`config.mk`:
```
export PLATFORM = sky130hd
export DESIGN_NAME = i4001_arbiter_flat
export DESIGN_NICKNAME = d
export VERILOG_FILES = /design/src/rtl/i4001_pkg.sv /design/src/rtl/i4001_arbiter_if.sv /design/src/rtl/i4001_arb_pick.sv /design/src/rtl/i4001_arbiter.sv /design/src/flat_wrapper.sv
export SDC_FILE = /design/constraint.sdc
export NUM_CORES = 1
export LEC_CHECK = 0
export ABC_AREA = 1
export BUFFER_PORTS_ARGS = -buffer_cell sky130_fd_sc_hd__buf_2
export CORE_MARGIN = 4
export CORE_UTILIZATION = 35
export CTS_CLUSTER_SIZE = 16
export DETAILED_ROUTE_END_ITERATION = 8
export PLACE_DENSITY = 0.78
export SYNTH_ARGS = -nofsm -noshare
export SYNTH_HDL_FRONTEND = slang
export SYNTH_SLANG_ARGS = --single-unit
```
`constraint.sdc`:
```
create_clock -name clk -period 2.25 [get_ports clk]
set_clock_uncertainty 0.2 [all_clocks]
set_input_delay 0.1125 -clock clk [delete_from_list [all_inputs] [get_ports clk]]
set_output_delay 0.1125 -clock clk [all_outputs]
set_load 0.01 [all_outputs]
```
`src/rtl/i4001_pkg.sv`:
```
// Shared defaults and port identifiers for the i4001 instruction/data RAM arbiter.
package i4001_pkg;

  localparam int ADDR_W_DEF = 7;
  localparam int DATA_W_DEF = 16;

  typedef enum logic {
    PORT_A = 1'b0,
    PORT_B = 1'b1
  } port_t;

endpackage

```
`src/rtl/i4001_arbiter_if.sv`:
```
// Bundle of both requester ports and the RAM port shared by the i4001 arbiter.
interface i4001_arbiter_if #(
  parameter int ADDR_W = i4001_pkg::ADDR_W_DEF,
  parameter int DATA_W = i4001_pkg::DATA_W_DEF
) ();

  logic              a_req;
  logic [ADDR_W-1:0] a_addr;
  logic              a_gnt;
  logic              a_rvalid;
  logic [DATA_W-1:0] a_rdata;

  logic              b_req;
  logic              b_we;
  logic [ADDR_W-1:0] b_addr;
  logic [DATA_W-1:0] b_wdata;
  logic              b_gnt;
  logic              b_rvalid;
  logic [DATA_W-1:0] b_rdata;

  logic              ram_we;
  logic [ADDR_W-1:0] ram_addr;
  logic [DATA_W-1:0] ram_din;
  logic [DATA_W-1:0] ram_dout;

  modport slave (
    input  a_req, a_addr, b_req, b_we, b_addr, b_wdata, ram_dout,
    output a_gnt, a_rvalid, a_rdata, b_gnt, b_rvalid, b_rdata,
           ram_we, ram_addr, ram_din
  );

  modport master (
    output a_req, a_addr, b_req, b_we, b_addr, b_wdata, ram_dout,
    input  a_gnt, a_rvalid, a_rdata, b_gnt, b_rvalid, b_rdata,
           ram_we, ram_addr, ram_din
  );

endinterface

```
`src/rtl/i4001_arb_pick.sv`:
```
// Combinational winner selection between ports A and B.
// I4001_ARB_RR_EN selects round-robin on ties; otherwise port A has fixed priority.
module i4001_arb_pick
  import i4001_pkg::*;
(
  input  logic  a_elig,
  input  logic  b_elig,
`ifdef I4001_ARB_RR_EN
  input  port_t ptr,
`endif
  output logic  pick_a,
  output logic  pick_b
);

  always_comb begin
    pick_a = 1'b0;
    pick_b = 1'b0;
`ifdef I4001_ARB_RR_EN
    if (a_elig && b_elig) begin
      pick_a = (ptr == PORT_A);
      pick_b = (ptr == PORT_B);
    end else begin
      pick_a = a_elig;
      pick_b = b_elig;
    end
`else
    pick_a = a_elig;
    pick_b = b_elig & ~a_elig;
`endif
  end

endmodule

```
`src/rtl/i4001_arbiter.sv`:
```
// Two-port arbiter in front of a synchronous-read RAM: port A fetch reads, port B loader reads/writes.
// I4001_ARB_RR_EN enables a round-robin tie pointer; default build is fixed priority to port A.
module i4001_arbiter
  import i4001_pkg::*;
#(
  parameter int ADDR_W = ADDR_W_DEF,
  parameter int DATA_W = DATA_W_DEF
) (
  input  logic         clk,
  input  logic         rst_n,
  i4001_arbiter_if.slave bus
);

  logic              a_gnt_q, b_gnt_q;
  logic              a_rvalid_q, b_rvalid_q;
  logic              ram_we_q;
  logic [ADDR_W-1:0] ram_addr_q;
  logic [DATA_W-1:0] ram_din_q;
  logic              a_elig, b_elig;
  logic              pick_a, pick_b;

  // a port holding gnt this cycle sits out, so held requests re-arbitrate two cycles later
  assign a_elig = bus.a_req & ~a_gnt_q;
  assign b_elig = bus.b_req & ~b_gnt_q;

`ifdef I4001_ARB_RR_EN
  port_t ptr_q;

  always_ff @(posedge clk or negedge rst_n) begin
    if (!rst_n) begin
      ptr_q <= PORT_A;
    end else if (pick_a) begin
      ptr_q <= PORT_B;
    end else if (pick_b) begin
      ptr_q <= PORT_A;
    end
  end

  i4001_arb_pick u_pick (
    .a_elig (a_elig),
    .b_elig (b_elig),
    .ptr    (ptr_q),
    .pick_a (pick_a),
    .pick_b (pick_b)
  );
`else
  i4001_arb_pick u_pick (
    .a_elig (a_elig),
    .b_elig (b_elig),
    .pick_a (pick_a),
    .pick_b (pick_b)
  );
`endif

  always_ff @(posedge clk or negedge rst_n) begin
    if (!rst_n) begin
      a_gnt_q    <= 1'b0;
      b_gnt_q    <= 1'b0;
      a_rvalid_q <= 1'b0;
      b_rvalid_q <= 1'b0;
      ram_we_q   <= 1'b0;
      ram_addr_q <= '0;
      ram_din_q  <= '0;
    end else begin
      a_gnt_q    <= pick_a;
      b_gnt_q    <= pick_b;
      a_rvalid_q <= a_gnt_q;
      // ram_we_q is high exactly in a port-B write grant cycle
      b_rvalid_q <= b_gnt_q & ~ram_we_q;
      ram_we_q   <= 1'b0;
      if (pick_a) begin
        ram_addr_q <= bus.a_addr;
      end else if (pick_b) begin
        ram_addr_q <= bus.b_addr;
        ram_we_q   <= bus.b_we;
        ram_din_q  <= bus.b_wdata;
      end
    end
  end

  assign bus.a_gnt    = a_gnt_q;
  assign bus.b_gnt    = b_gnt_q;
  assign bus.a_rvalid = a_rvalid_q;
  assign bus.b_rvalid = b_rvalid_q;
  assign bus.a_rdata  = bus.ram_dout;
  assign bus.b_rdata  = bus.ram_dout;
  assign bus.ram_we   = ram_we_q;
  assign bus.ram_addr = ram_addr_q;
  assign bus.ram_din  = ram_din_q;

endmodule

```
`src/flat_wrapper.sv`:
```
// flat-port wrapper written by rule: the top's interface ports become plain ports
module i4001_arbiter_flat import i4001_pkg::*;
#(
  parameter int ADDR_W = ADDR_W_DEF,
  parameter int DATA_W = DATA_W_DEF
)
  (clk, rst_n, bus_a_req, bus_a_addr, bus_b_req, bus_b_we, bus_b_addr, bus_b_wdata, bus_ram_dout, bus_a_gnt, bus_a_rvalid, bus_a_rdata, bus_b_gnt, bus_b_rvalid, bus_b_rdata, bus_ram_we, bus_ram_addr, bus_ram_din);
  i4001_arbiter_if #(.ADDR_W(ADDR_W), .DATA_W(DATA_W)) bus_i ();
  input  logic clk;
  input  logic rst_n;
  input wire logic [$bits(bus_i.a_req)-1:0] bus_a_req;
  input wire logic [$bits(bus_i.a_addr)-1:0] bus_a_addr;
  input wire logic [$bits(bus_i.b_req)-1:0] bus_b_req;
  input wire logic [$bits(bus_i.b_we)-1:0] bus_b_we;
  input wire logic [$bits(bus_i.b_addr)-1:0] bus_b_addr;
  input wire logic [$bits(bus_i.b_wdata)-1:0] bus_b_wdata;
  input wire logic [$bits(bus_i.ram_dout)-1:0] bus_ram_dout;
  output wire logic [$bits(bus_i.a_gnt)-1:0] bus_a_gnt;
  output wire logic [$bits(bus_i.a_rvalid)-1:0] bus_a_rvalid;
  output wire logic [$bits(bus_i.a_rdata)-1:0] bus_a_rdata;
  output wire logic [$bits(bus_i.b_gnt)-1:0] bus_b_gnt;
  output wire logic [$bits(bus_i.b_rvalid)-1:0] bus_b_rvalid;
  output wire logic [$bits(bus_i.b_rdata)-1:0] bus_b_rdata;
  output wire logic [$bits(bus_i.ram_we)-1:0] bus_ram_we;
  output wire logic [$bits(bus_i.ram_addr)-1:0] bus_ram_addr;
  output wire logic [$bits(bus_i.ram_din)-1:0] bus_ram_din;
  assign bus_i.a_req = bus_a_req;
  assign bus_i.a_addr = bus_a_addr;
  assign bus_i.b_req = bus_b_req;
  assign bus_i.b_we = bus_b_we;
  assign bus_i.b_addr = bus_b_addr;
  assign bus_i.b_wdata = bus_b_wdata;
  assign bus_i.ram_dout = bus_ram_dout;
  assign bus_a_gnt = bus_i.a_gnt;
  assign bus_a_rvalid = bus_i.a_rvalid;
  assign bus_a_rdata = bus_i.a_rdata;
  assign bus_b_gnt = bus_i.b_gnt;
  assign bus_b_rvalid = bus_i.b_rvalid;
  assign bus_b_rdata = bus_i.b_rdata;
  assign bus_ram_we = bus_i.ram_we;
  assign bus_ram_addr = bus_i.ram_addr;
  assign bus_ram_din = bus_i.ram_din;
  i4001_arbiter #(.ADDR_W(ADDR_W), .DATA_W(DATA_W)) u_core (.clk(clk), .rst_n(rst_n), .bus(bus_i));
endmodule
```
==> results.md <==
Worst setup path:
- The largest individual stage delay along the critical path comes from the cell sky130_fd_sc_hd__dlygate4sd3_1.
- The kind of cell with the highest combined delay along the critical path is buffers and inverters.
- The number of buffer and inverter stages on the critical path is 2.
- Data on the critical path is required at its endpoint by roughly 2200 ps.
- The worst setup path startpoint is u_core.bus.b_gnt.
- Of all nets on the critical path, the largest fanout is 8.
- The number of cells on the worst reg-to-reg path is 5.
- The cell occurring most often along the worst timing path is sky130_fd_sc_hd__nand3_1.
- In this run the critical register-to-register path is captured at u_core.bus.ram_addr[1].
- In this run the worst setup path terminates at u_core.bus.ram_addr[1].
- The critical path goes through inv_2 > nand2_2 > nand3_1 > nand3_1 > dlygate4sd3_1.
- On the worst path, the slowest cell contributes a delay of between 500 and 600 ps.
- The setup check on the worst reg-to-reg path leaves a slack of between 400 and 500 ps.
- The critical path runs through a total of 5 cells.
- The type of element capturing the critical path is a flop.
- The type of the worst setup path is reg2reg.
- The kind of start point of the critical path is a flop.
- The startpoint of the worst-slack reg-to-reg timing path is u_core.bus.b_gnt.
- Data on the critical path arrives at its endpoint at 1710 ps.

Timing:
- Based on the critical path, the design can be clocked at up to 568 MHz.
- The worst pin sits at a relative slew slack of 0.602.
- The fraction of the cycle the final worst path needs is 0.782.
- Final hold analysis gives a worst-case slack of between 20 and 30 ps.
- For the pin with the worst max-slew slack, the measured transition is around 600 ps.
- Setup repair after global routing left no endpoint under its margin.
- The number of failing setup endpoints in the final timing report is 0.
- The clock period minus final worst setup slack is 1760 ps.
- The final count of pins violating max slew is 0.
- The total negative slack for setup checks is 0 ps.
- The final hold violation count came to 0.

Global routing:
- The first-pass GRT wire length is 5.07 mm.
- In the global route stage, met2 resource usage came out at 0.219.
- The total global routing track utilization is 0.123.
- met2 is the most crowded layer.
- For this run the aggregate overflow at the end of global routing stands at 0.
- The met3 track demand over resource in global routing is 0.0270.
- The number of antenna violations at the first check in global routing is 0.
- The pin count of the biggest net entering global routing is 29.
- The number of global-route vias before repair is ~1200.
- In the global route stage, met1 resource usage came out at 0.144.

Clock tree:
- The clock net in this run drives a total of 28 sinks.
- The clock tree from TritonCTS is done.
- The cell sitting at the root of the clock tree is a sky130_fd_sc_hd__clkbuf_8.
- The CTS clock-pin slew for the worst setup and hold paths is approximately 90 ps.
- The number of post-CTS setup repair buffers is 0.
- The insertion delay to the later sink of the worst-skew pair is roughly 270 ps.
- The maximum level of the CTS H-tree is 1.
- The maximum number of buffers from clock root to sink is 2.
- The CTS buffer count is 3.

Placed design:
- The count of buffers inserted at the top-level ports is between 60 and 70.
- The weighted congestion reported at the end of routability-driven placement is 0.739.
- The HPWL after detailed placement is about 2.0 mm.

Routing:
- The total wirelength of the detailed-routed design is between 3 and 4 mm.
- The average wire per standard cell is about 12 um.
- Dividing the detail-routed via count by the number of cells gives 4.21.
- The total vias in the final route is ~1100.
- After detailed routing, the number of remaining DRC violations is 0.
- The residual antenna-violating net count after detailed routing is 0.
- The number of design-rule violations left by the first detailed-router iteration is 20.
- The pre-antenna-repair detailed-routing pass consisted of 4 iterations.

Min path:
- The worst hold path passes through 0 cells.
- The worst min-delay path startpoint is bus_ram_dout[1].
- The min-delay analysis places its worst path in the category in2out.

Synth:
- The average size of a mapped cell is 9.18 um2.
- The number of distinct library cells after synthesis is 13.
- The cell count after synthesis came out at ~150.
- The cell area that synthesis handed to floorplanning was ~1400 um2.
- Yosys printed 0 warnings.
- The count of state elements after synthesis is 28.
- The post-synth net total is just over 200.
- The part of the Yosys area used for sequential elements is 0.502.

Pwr:
- Summed over all cells, the static leakage comes to between 0.001 and 0.0015 uW.
- The power density over the cells is approximately 710 nW/um2.
- The worst-case IR drop observed on VDD is ~0.37 mV.

Floorplanning:
- The core footprint is about 3700 um2.
- The die is 71.1 um wide.
- The area enclosed by the die boundary is approximately 5100 um2.
- In this run the count of I/O pins placed on the die edge is roughly 110.
- The overall die height is between 70 and 80 um.
- The row count is 22.
- The initial cell density of the core is 0.373.

Layout:
- The total inserted antenna cells is 0.
- The fraction of final layout cells with drive strength greater than 1 is 0.349.
- The net count of the finished layout is 267.
- The area added between synthesis and finish is 35.0%.

Flow run:
- Across the run, the number of max-cap violations was 0.

Status:
- The flow ran to the end, and the final reports show no timing, DRC or antenna violations.
-- cells by family after synthesis --
kind of cell	count (synthesis)	share of synthesized area
and+or+nand+nor	84	0.288
buffers and inverters	40	0.210
DFF	28	0.502
-- area by class of cell --
cell class | count | area, um2
multi-input combinational | 84 | 402
sequential | 28 | 701
fill | 361 | 1860
tap | 48 | 60.1
timing repair buffer | 94 | 631
inverter | 5 | 18.8
clock inverter | 1 | 30.0
clock buffer | 3 | 41.3
-- synth_stat cells --
master / n / area (um2)
sky130_fd_sc_hd__nand2_1: 55 / 206
sky130_fd_sc_hd__buf_6: 3 / 33.8
sky130_fd_sc_hd__nor2_1: 1 / 3.75
sky130_fd_sc_hd__buf_4: 32 / 240
sky130_fd_sc_hd__inv_2: 2 / 7.51
sky130_fd_sc_hd__inv_1: 3 / 11.3
sky130_fd_sc_hd__nor2_8: 2 / 40.0
sky130_fd_sc_hd__nand2_4: 2 / 22.5
sky130_fd_sc_hd__dfrtp_1: 28 / 701
sky130_fd_sc_hd__nand2_2: 1 / 6.26
sky130_fd_sc_hd__nand3_1: 21 / 105
sky130_fd_sc_hd__nor2_2: 1 / 6.26
sky130_fd_sc_hd__nor2_4: 1 / 11.3
-- power by group --
part	switching, uW	internal, uW	leakage, uW
Combinational	165	163	0.000658
Clock	146	238	0.0000357
Sequential	41.1	576	0.000348
Total	352	977	0.00104
-- per-layer routing --
| layer | part of all wire | vias to the layer above |
|---|---|---|
| met2 | 0.52 | 40 |
| met3 | 0.086 | 2 |
| li1 | - | 567 |
| met1 | 0.39 | 497 |
| met4 | 0.0036 | 0 |
| met5 | 0 | - |
-- layout by cell type (no fill, tap or decap), drive strengths merged --
cell / count
buf: 62
nand2: 58
dlygate4sd3: 32
dfrtp: 28
nand3: 21
inv: 5
nor2: 5
clkbuf: 3
bufinv: 1
-- sequential cells by signal, indices dropped and copies added, names as in the netlist --
| signal | count |
|---|---|
| u_core.bus.ram_addr | 7 |
| u_core.bus.a_rvalid | 1 |
| u_core.bus.ram_we | 1 |
| u_core.bus.ram_din | 16 |
| u_core.bus.b_gnt | 1 |
| u_core.bus.a_gnt | 1 |
| u_core.bus.b_rvalid | 1 |
-- worst min-delay path by stage --
stage / end / slack [ps]
2_1_floorplan: u_core.bus.a_gnt / -380
3_3_place_gp: u_core.bus.ram_din[4] / -50
3_5_place_dp: u_core.bus.a_rvalid / -40
4_1_cts: bus_a_rdata[12] / 30
5_1_grt: bus_a_rdata[8] / 30
6_report: bus_a_rdata[1] / 30
-- worst reg2reg max path: stages, from the launching register on --
cell and delay, ps:
sky130_fd_sc_hd__dfrtp_1 430, sky130_fd_sc_hd__inv_2 80, sky130_fd_sc_hd__nand2_2 150, sky130_fd_sc_hd__nand3_1 130
sky130_fd_sc_hd__nand3_1 80, sky130_fd_sc_hd__dlygate4sd3_1 570
-- stage by stage --
step	cell area, um2	worst slack [ps]	utilization	total power [uW]	cells
floorplan	1400	954	-	828	152
global placement	1490	924	0.398	894	227
detailed placement	1490	890	0.398	900	227
CTS	1880	509	0.503	1350	263
global route	1880	404	0.503	1410	263
finish	1880	491	0.503	1330	263
-- repair_timing --
action / CTS / global route
gates resized for setup: 0 / 0
hold buffers: 32 / 0
hold endpoints to repair: 52 / 0
Note: power is estimated with default switching activity, not from simulation.
